===== src/rtl/core_pkg.sv =====
// rtl/core_pkg.sv - shared state encoding and constants for the core sequencer
//   Exports: state_t (debug-visible state encoding), NOP, PC_STEP,
//            is_misaligned() helper used by the writeback branch check.
package core_pkg;

  typedef enum logic [2:0] {
    ST_FETCH = 3'd0,
    ST_IWAIT = 3'd1,
    ST_EXEC  = 3'd2,
    ST_MEM   = 3'd3,
    ST_MWAIT = 3'd4,
    ST_WB    = 3'd5,
    ST_HALT  = 3'd7
  } state_t;

  // addi x0, x0, 0
  localparam logic [31:0] NOP     = 32'h0000_0013;
  localparam logic [31:0] PC_STEP = 32'd4;

  function automatic logic is_misaligned(input logic [31:0] addr);
    return addr[1:0] != 2'b00;
  endfunction

endpackage


===== src/rtl/retire_counter.sv =====
// rtl/retire_counter.sv - 32-bit retired-instruction counter
//   clk      : clock, counts on rising edge
//   rst      : asynchronous active-high reset, clears count
//   i_en     : increment by one this cycle
//   o_count  : current count, wraps modulo 2^32
module retire_counter
  import core_pkg::*;
(
  input  logic        clk,
  input  logic        rst,
  input  logic        i_en,
  output logic [31:0] o_count
);

  logic [31:0] r_count;

  always_ff @(posedge clk or posedge rst) begin
    if (rst) begin
      r_count <= '0;
    end else if (i_en) begin
      r_count <= r_count + 32'd1;
    end
  end

  assign o_count = r_count;

endmodule


===== src/rtl/core_sequencer.sv =====
// rtl/core_sequencer.sv - multi-cycle fetch/execute/memory/writeback sequencer
//   clk, rst                      : clock, asynchronous active-high reset
//   ifu_req_valid/ready, ifu_addr : instruction fetch request (address = pc)
//   ifu_rsp_valid, ifu_rsp_data   : instruction fetch response
//   inst                          : latched instruction for decode/imm/regfile
//   is_load, is_store, wen_dec,
//   illegal, branch_taken, next_pc: control-unit and ALU inputs
//   lsu_req_valid/ready,
//   lsu_rsp_valid                 : data-memory handshake
//   rf_wen                        : register-file write enable (WB only)
//   pc, halted, state, instret    : architectural/debug status
module core_sequencer
  import core_pkg::*;
#(
  parameter logic [31:0] RESET_PC = 32'h8000_0000
) (
  input  logic        clk,
  input  logic        rst,
  output logic        ifu_req_valid,
  input  logic        ifu_req_ready,
  output logic [31:0] ifu_addr,
  input  logic        ifu_rsp_valid,
  input  logic [31:0] ifu_rsp_data,
  output logic [31:0] inst,
  input  logic        is_load,
  input  logic        is_store,
  input  logic        wen_dec,
  input  logic        illegal,
  input  logic        branch_taken,
  input  logic [31:0] next_pc,
  output logic        lsu_req_valid,
  input  logic        lsu_req_ready,
  input  logic        lsu_rsp_valid,
  output logic        rf_wen,
  output logic [31:0] pc,
  output logic        halted,
  output logic [2:0]  state,
  output logic [31:0] instret
);

  state_t      r_state;
  state_t      w_next_state;
  logic [31:0] r_pc;
  logic [31:0] r_inst;
  logic [31:0] w_pc_next;
  logic        w_ifu_req_valid;
  logic        w_lsu_req_valid;
  logic        w_rf_wen;
  logic        w_inst_load;
  logic        w_pc_load;
  logic        w_retire;
  logic        w_halted;

  always_ff @(posedge clk or posedge rst) begin
    if (rst) begin
      r_state <= ST_FETCH;
    end else begin
      r_state <= w_next_state;
    end
  end

  // Responses are only looked at in their wait states, so a late response
  // from a transaction abandoned by reset is dropped naturally.
  always_comb begin
    w_next_state    = r_state;
    w_ifu_req_valid = 1'b0;
    w_lsu_req_valid = 1'b0;
    w_rf_wen        = 1'b0;
    w_inst_load     = 1'b0;
    w_pc_load       = 1'b0;
    w_retire        = 1'b0;
    w_halted        = 1'b0;
    case (r_state)
      ST_FETCH: begin
        w_ifu_req_valid = 1'b1;
        if (ifu_req_ready) begin
          w_next_state = ST_IWAIT;
        end
      end
      ST_IWAIT: begin
        if (ifu_rsp_valid) begin
          w_inst_load  = 1'b1;
          w_next_state = ST_EXEC;
        end
      end
      ST_EXEC: begin
        if (illegal) begin
          w_next_state = ST_HALT;
        end else if (is_load || is_store) begin
          w_next_state = ST_MEM;
        end else begin
          w_next_state = ST_WB;
        end
      end
      ST_MEM: begin
        w_lsu_req_valid = 1'b1;
        if (lsu_req_ready) begin
          w_next_state = ST_MWAIT;
        end
      end
      ST_MWAIT: begin
        if (lsu_rsp_valid) begin
          w_next_state = ST_WB;
        end
      end
      ST_WB: begin
        // A taken branch to a misaligned target faults: nothing retires.
        if (branch_taken && is_misaligned(next_pc)) begin
          w_next_state = ST_HALT;
        end else begin
          w_rf_wen     = wen_dec && !is_store;
          w_pc_load    = 1'b1;
          w_retire     = 1'b1;
          w_next_state = ST_FETCH;
        end
      end
      ST_HALT: begin
        w_halted = 1'b1;
      end
      default: begin
        w_next_state = ST_HALT;
      end
    endcase
  end

  assign w_pc_next = branch_taken ? next_pc : (r_pc + PC_STEP);

  always_ff @(posedge clk or posedge rst) begin
    if (rst) begin
      r_pc   <= RESET_PC;
      r_inst <= NOP;
    end else begin
      if (w_pc_load) begin
        r_pc <= w_pc_next;
      end
      if (w_inst_load) begin
        r_inst <= ifu_rsp_data;
      end
    end
  end

  retire_counter u_retire_counter (
    .clk     (clk),
    .rst     (rst),
    .i_en    (w_retire),
    .o_count (instret)
  );

  assign ifu_req_valid = w_ifu_req_valid;
  assign ifu_addr      = r_pc;
  assign inst          = r_inst;
  assign lsu_req_valid = w_lsu_req_valid;
  assign rf_wen        = w_rf_wen;
  assign pc            = r_pc;
  assign halted        = w_halted;
  assign state         = r_state;

endmodule


===== config.mk =====
export PLATFORM = sky130hd
export DESIGN_NAME = core_sequencer
export DESIGN_NICKNAME = d
export VERILOG_FILES = /design/src/rtl/core_pkg.sv /design/src/rtl/retire_counter.sv /design/src/rtl/core_sequencer.sv
export SDC_FILE = /design/constraint.sdc
export NUM_CORES = 1
export LEC_CHECK = 0
export CELL_PAD_IN_SITES_DETAIL_PLACEMENT = 0
export CELL_PAD_IN_SITES_GLOBAL_PLACEMENT = 1
export CORE_UTILIZATION = 30
export DETAILED_ROUTE_END_ITERATION = 7
export PLACE_DENSITY = 0.74
export SETUP_SLACK_MARGIN = 0.02
export SYNTH_ARGS = -nofsm -noshare
export SYNTH_HDL_FRONTEND = slang
export SYNTH_HIERARCHICAL = 1
export SYNTH_SLANG_ARGS = --single-unit

===== constraint.sdc =====
create_clock -name clk -period 7.2 [get_ports clk]
set_input_delay 1.08 -clock clk [delete_from_list [all_inputs] [get_ports clk]]
set_output_delay 1.08 -clock clk [all_outputs]
set_load 0.02 [all_outputs]

* After elaboration in Yosys (flattened, before gate mapping)
Cells that the tools add are included.
Cells by class: add/subtract/negate cells 2, $mul 0, divide/modulo/power cells 0, magnitude comparators 0, equality and inequality tests 10, shift-type cells 0, mux-type cells 18, bitwise logic cells 1, reductions and logical operators 7
Operators with widths (count):
- $add A32 B1 Y32 const B | 1
- $add A32 B3 Y32 const B | 1
- $mux W32 | 1
- $mux W3 | 7
- $pmux W3 S7 | 1
- $eq A3 B3 Y1 const B | 3
- $mux W1 | 9
- $ne A2 B2 Y1 const B | 4
- $eq A3 B2 Y1 const B | 2
- $reduce_and A5 Y1 | 1
- $eq A3 B1 Y1 const B | 1
- $logic_not A3 Y1 | 1
- $logic_and A1 B1 Y1 | 2
- $reduce_bool A2 Y1 | 1
- $logic_not A1 Y1 | 1
- $logic_or A1 B1 Y1 | 1
- $not A1 Y1 | 1
Word-level totals: register bits after elaboration 99, latch bits 0, memory bits (writable) 0, ROM bits 0, bits of input ports 75, output and inout bits 135, word-level logic and storage cells 42, memories kept 0

* Longest topological paths before layout
depth in word-level cells 4, depth in mapped cells 9, mapped depth without buffers 7

* Modules after synthesis
Netlist, hierarchy kept.
By module, submodules not included:
- core_sequencer | instances 1, cells an instance 372, area an instance 3679.8 µm², sequential area each 1681.6 µm²
- retire_counter | instances 1, cells an instance 126, area an instance 1510.2 µm², sequential area each 800.8 µm²

* Worst setup path before layout
Ideal clock, no wire load.
path kind input -> output, start point in next_pc[0], end point out rf_wen, data arrival time 2.447 ns, data required time 6.120 ns, path slack 3.673 ns, cell stages on the path 5, cell sequence o21ai_0 -> nand2b_1 -> clkbuf_1 -> clkbuf_1 -> nor3b_1
On the way: cells in the longest elaborated chain, start to end 4
Ends and longest elaborated chain:
- from (decl) | line core_sequencer.sv:30 | input logic [31:0] next_pc,
- $reduce_bool A2 Y1 | line core_pkg.sv:21 | return addr[1:0] != 2'b00;
- $logic_and A1 B1 Y1 | line core_sequencer.sv:108 | if (branch_taken && is_misaligned(next_pc)) begin
- $mux W1 | line core_sequencer.sv:108
- $mux W1 | line core_sequencer.sv:73 | case (r_state)
- to (decl) | line core_sequencer.sv:34 | output logic rf_wen,
No other way between the ends.

* Worst setup path in the final report
start point in branch_taken, end point out rf_wen
On the way: cells in the longest elaborated chain, start to end 3
Ends and longest elaborated chain:
- from (decl) | line core_sequencer.sv:29 | input logic branch_taken,
- $logic_and A1 B1 Y1 | line core_sequencer.sv:108
- $mux W1 | line core_sequencer.sv:108
- $mux W1 | line core_sequencer.sv:73
No other way between the ends.

==> metrics.md <==
| Metric | Value |
|---|---|
| Final #Nets | 744 |
| Period utilisation layout | 64.0% |
| Yosys warning count | 6 |
| Cells along the critical path | buf_2, o21ai_0, nand2b_1, nor3b_1, clkdlybuf4s50_1 |
| Die area | between 15000 and 20000 sq um |
| Setup TNS | 0 ns |
| Die height | 134 um |
| Count of cell types in the netlist | 59 |
| Placed cells | 876 |
| Slew Viols, Final | 0 |
| Finished Cell Area | 7520 sq um |
| Critical path type | primary input to output port |
| Met2 routed wirelength | a little over 7000 um |
| Post-synth EDFFs | 0 |
| WL/cell | 16.1 um |
| Vias in the first global route | between 4000 and 5000 |
| Clock latency on the worst-skew pair | 0.35 ns |
| Avg Inst Size Synth | between 10 and 15 sq um |
| Most common cell after layout, fill and taps aside | clkdlybuf4s50_1 |
| CTS clk-pin slew, worst paths | 0.07 ns |
| Placer Congestion | 0.782 |
| Pin slew with the least headroom to its limit | 0.949 ns |
| Slew margin rel. | 36.7% |
| Synth Instances | between 400 and 500 |
| Final setup viols | 0 |
| DR iter-0 viols | roughly 220 |
| Critical Path Fanout Max | 51 |
| Post-Layout Cell Count | 892 |
| Via-to-Cell Ratio | 5.00 |
| CTS H-tree depth | 3 |
| Logic pwr share | 46.5% |
| Most frequent cells in the layout | clkdlybuf4s50_1, dfrtp_1, nand2_1, mux2_2, o21ai_0 |
| Syn nets | 575 |
| Pre-Repair DR Iteration Count | 5 |
| Pint | 1620 uW |
| CP max stage cell | nand2b_1 |
| Post-detailed-route DRC marker count | 0 |
| RSZ-0062 raised after global routing | false |
| Static leakage | 0.00307 uW |
| Maximum vdd drop | slightly above 200 uV |
| CTS tree | done |
| Die width | 134 um |
| IO Count | 210 |
| First-pass GRT wire length | roughly 23000 um |
| Clock root cell | clkbuf_16 |
| Share of the synthesized area in the top cell type | a little under half |
| Cell area after synthesis | 5190 sq um |
| Port bufs | 209 |
| CTS sink count | 99 |
| Post-synthesis sequential area ratio | 47.8% |
| Final hold viol count | 0 |
| Post-synthesis register bit count | 99 |
| Routed Antenna Nets | 0 |
| GRT overflow | 0 |
| Final HPWL DP | 10500 um |
| WP data arrival | 3.53 ns |
| Area leader, netlist | dfrtp_1 |
| Overall Global Routing Usage | 16.3% |
| Pwr dens | 357 nW/um^2 |
| Fraction of layout cells with a size suffix above 1 | 11.5% |
| Clock Path Buffers | 2 |
| CP Data Required Time | 6.12 ns |
| Metal-1 WL | between 6000 and 7000 um |
| Flop pwr share | between 30 and 40% |
| Fraction of registers with async set/reset | 100% |
| Critical Path Max Stage Delay | around 0.76 ns |
| MaxCap Viol Count | 0 |
| Vias | between 4000 and 5000 |
| Clock share of power | about 17% |
| Hold Buf Count CTS | 0 |
| DP Area | 7240 sq um |
| CP endpoint kind | output port |
| Core Util, Final | about 45% |
| Starting Density | 31.0% |
| Area grow syn2layout | 44.9% |
| Final Skew | 0.00876 ns |
| Minimum clock period | 4.61 ns |
| Status | completed |
| R2R Setup Slk | 3.67 ns |
| Achievable Freq | 0.217 GHz |
| Post-CTS sizing | 0 |
| Largest net degree at the start of global routing | between 50 and 60 |
| Hold Path Class | flop to flop |
| Critical path launch point type | primary input |
| Antenna diodes | 0 |
| DR WL met3 | 755 um |
| Net Sw Frac | 39.8% |
| Final wirelength | about 14000 um |
| Top Layer Used | met4 |
| Postcts setup bufs | 0 |
| Number of antenna violations at the first check in global routing | 0 |
| Top cells by area, synth | dfrtp_1, mux2_2, buf_4 |
| Row count | 47 |
| Net switching power | around 1100 uW |
| Num CTS Buffers | 9 |
| Core area | between 15000 and 20000 sq um |
| Dominant synthesized flop cell | dfrtp_1 |
-- power by group through the flow --
stage / sequential [uW] / clock, uW / combinational (uW)
4_1_cts: 972 / 477 / 1260
2_1_floorplan: 1130 / 0 / 534
6_report: 971 / 465 / 1250
5_1_grt: 1010 / 499 / 1330
3_3_place_gp: 967 / 0 / 1250
3_5_place_dp: 981 / 0 / 1260
-- path summary, 6_finish.rpt --
path / startpoint / endpoint / cells past startpoint
min reg2reg: u_retire_counter/o_count[31]$_DFFE_PP0P_ / u_retire_counter/o_count[31]$_DFFE_PP0P_ / 1
max: branch_taken / rf_wen / 5
min in group asynchronous: rst / ifu_addr[12]$_DFFE_PP0P_ / 2
max in group asynchronous: rst / inst[2]$_DFFE_PP0P_ / 3
min: u_retire_counter/o_count[31]$_DFFE_PP0P_ / u_retire_counter/o_count[31]$_DFFE_PP0P_ / 1
max reg2reg: state[0]$_DFFE_PP0P_ / u_retire_counter/o_count[26]$_DFFE_PP0P_ / 8
-- worst max-delay path: cells and delay by family --
kind	cells	cell delay [ns]
buffers and inverters	2	1.23
AND/OR/NAND/NOR	2	0.89
AO/OA/AOI/OAI	1	0.32
-- cell usage after synthesis, types with 7 or more instances --
master / n
xnor2_1: 13
inv_1: 11
a21oi_1: 23
o21ai_0: 29
nor3_1: 23
nand4_1: 9
dfrtp_1: 95
nor2_1: 20
nand3_1: 22
buf_4: 33
mux2_2: 33
and3_1: 11
nand2_1: 33
clkbuf_1: 12
or3_1: 8
xor2_1: 18
a311oi_1: 7
-- state kept, by name, summed over array words and instances (netlist names) --
name,flops
state,3
u_retire_counter/o_count,32
ifu_addr,32
inst,32
-- cell families (layout without fill, tap and decap cells) --
group                      after synthesis  count (layout)  synth area share, %
and+or+nand+nor                        169             169                 19.4
DFF                                     99              99                 47.8
AOI/OAI and AO/OA                       91              91                 11.0
buffers and inverters                   68             242                 7.96
muxes                                   38              38                 8.12
xor gates and xnor gates                31              31                 5.23
adders and majority gates                2               2                0.482
-- metrics by stage --
stage	setup slack (ns)	hold slack (ns)	power (uW)
after global placement	2.55	0.463	2220
after detailed placement	2.53	0.469	2240
after CTS	2.53	0.482	2710
after global routing	2.34	0.487	2840
final	2.59	0.472	2680
after floorplan	3.67	0.578	1670
-- layer usage --
layer / track usage, % / vias to the layer above
met5: 0 / -
met4: 6.00 / 0
met3: 2.25 / 12
met2: 27.5 / 161
met1: 21.3 / 2174
li1: - / 2115
-- layout make-up --
| cell class | count | area [sq um] |
|---|---|---|
| Clock buffer | 9 | 225 |
| Clock inverter | 7 | 60.1 |
| Fill cell | 1561 | 9240 |
| Inverter | 12 | 45.0 |
| Multi-Input combinational cell | 331 | 2310 |
| Sequential cell | 99 | 2480 |
| Tap cell | 220 | 275 |
| Timing Repair Buffer | 214 | 2120 |
(Power assumes the default switching activity.)
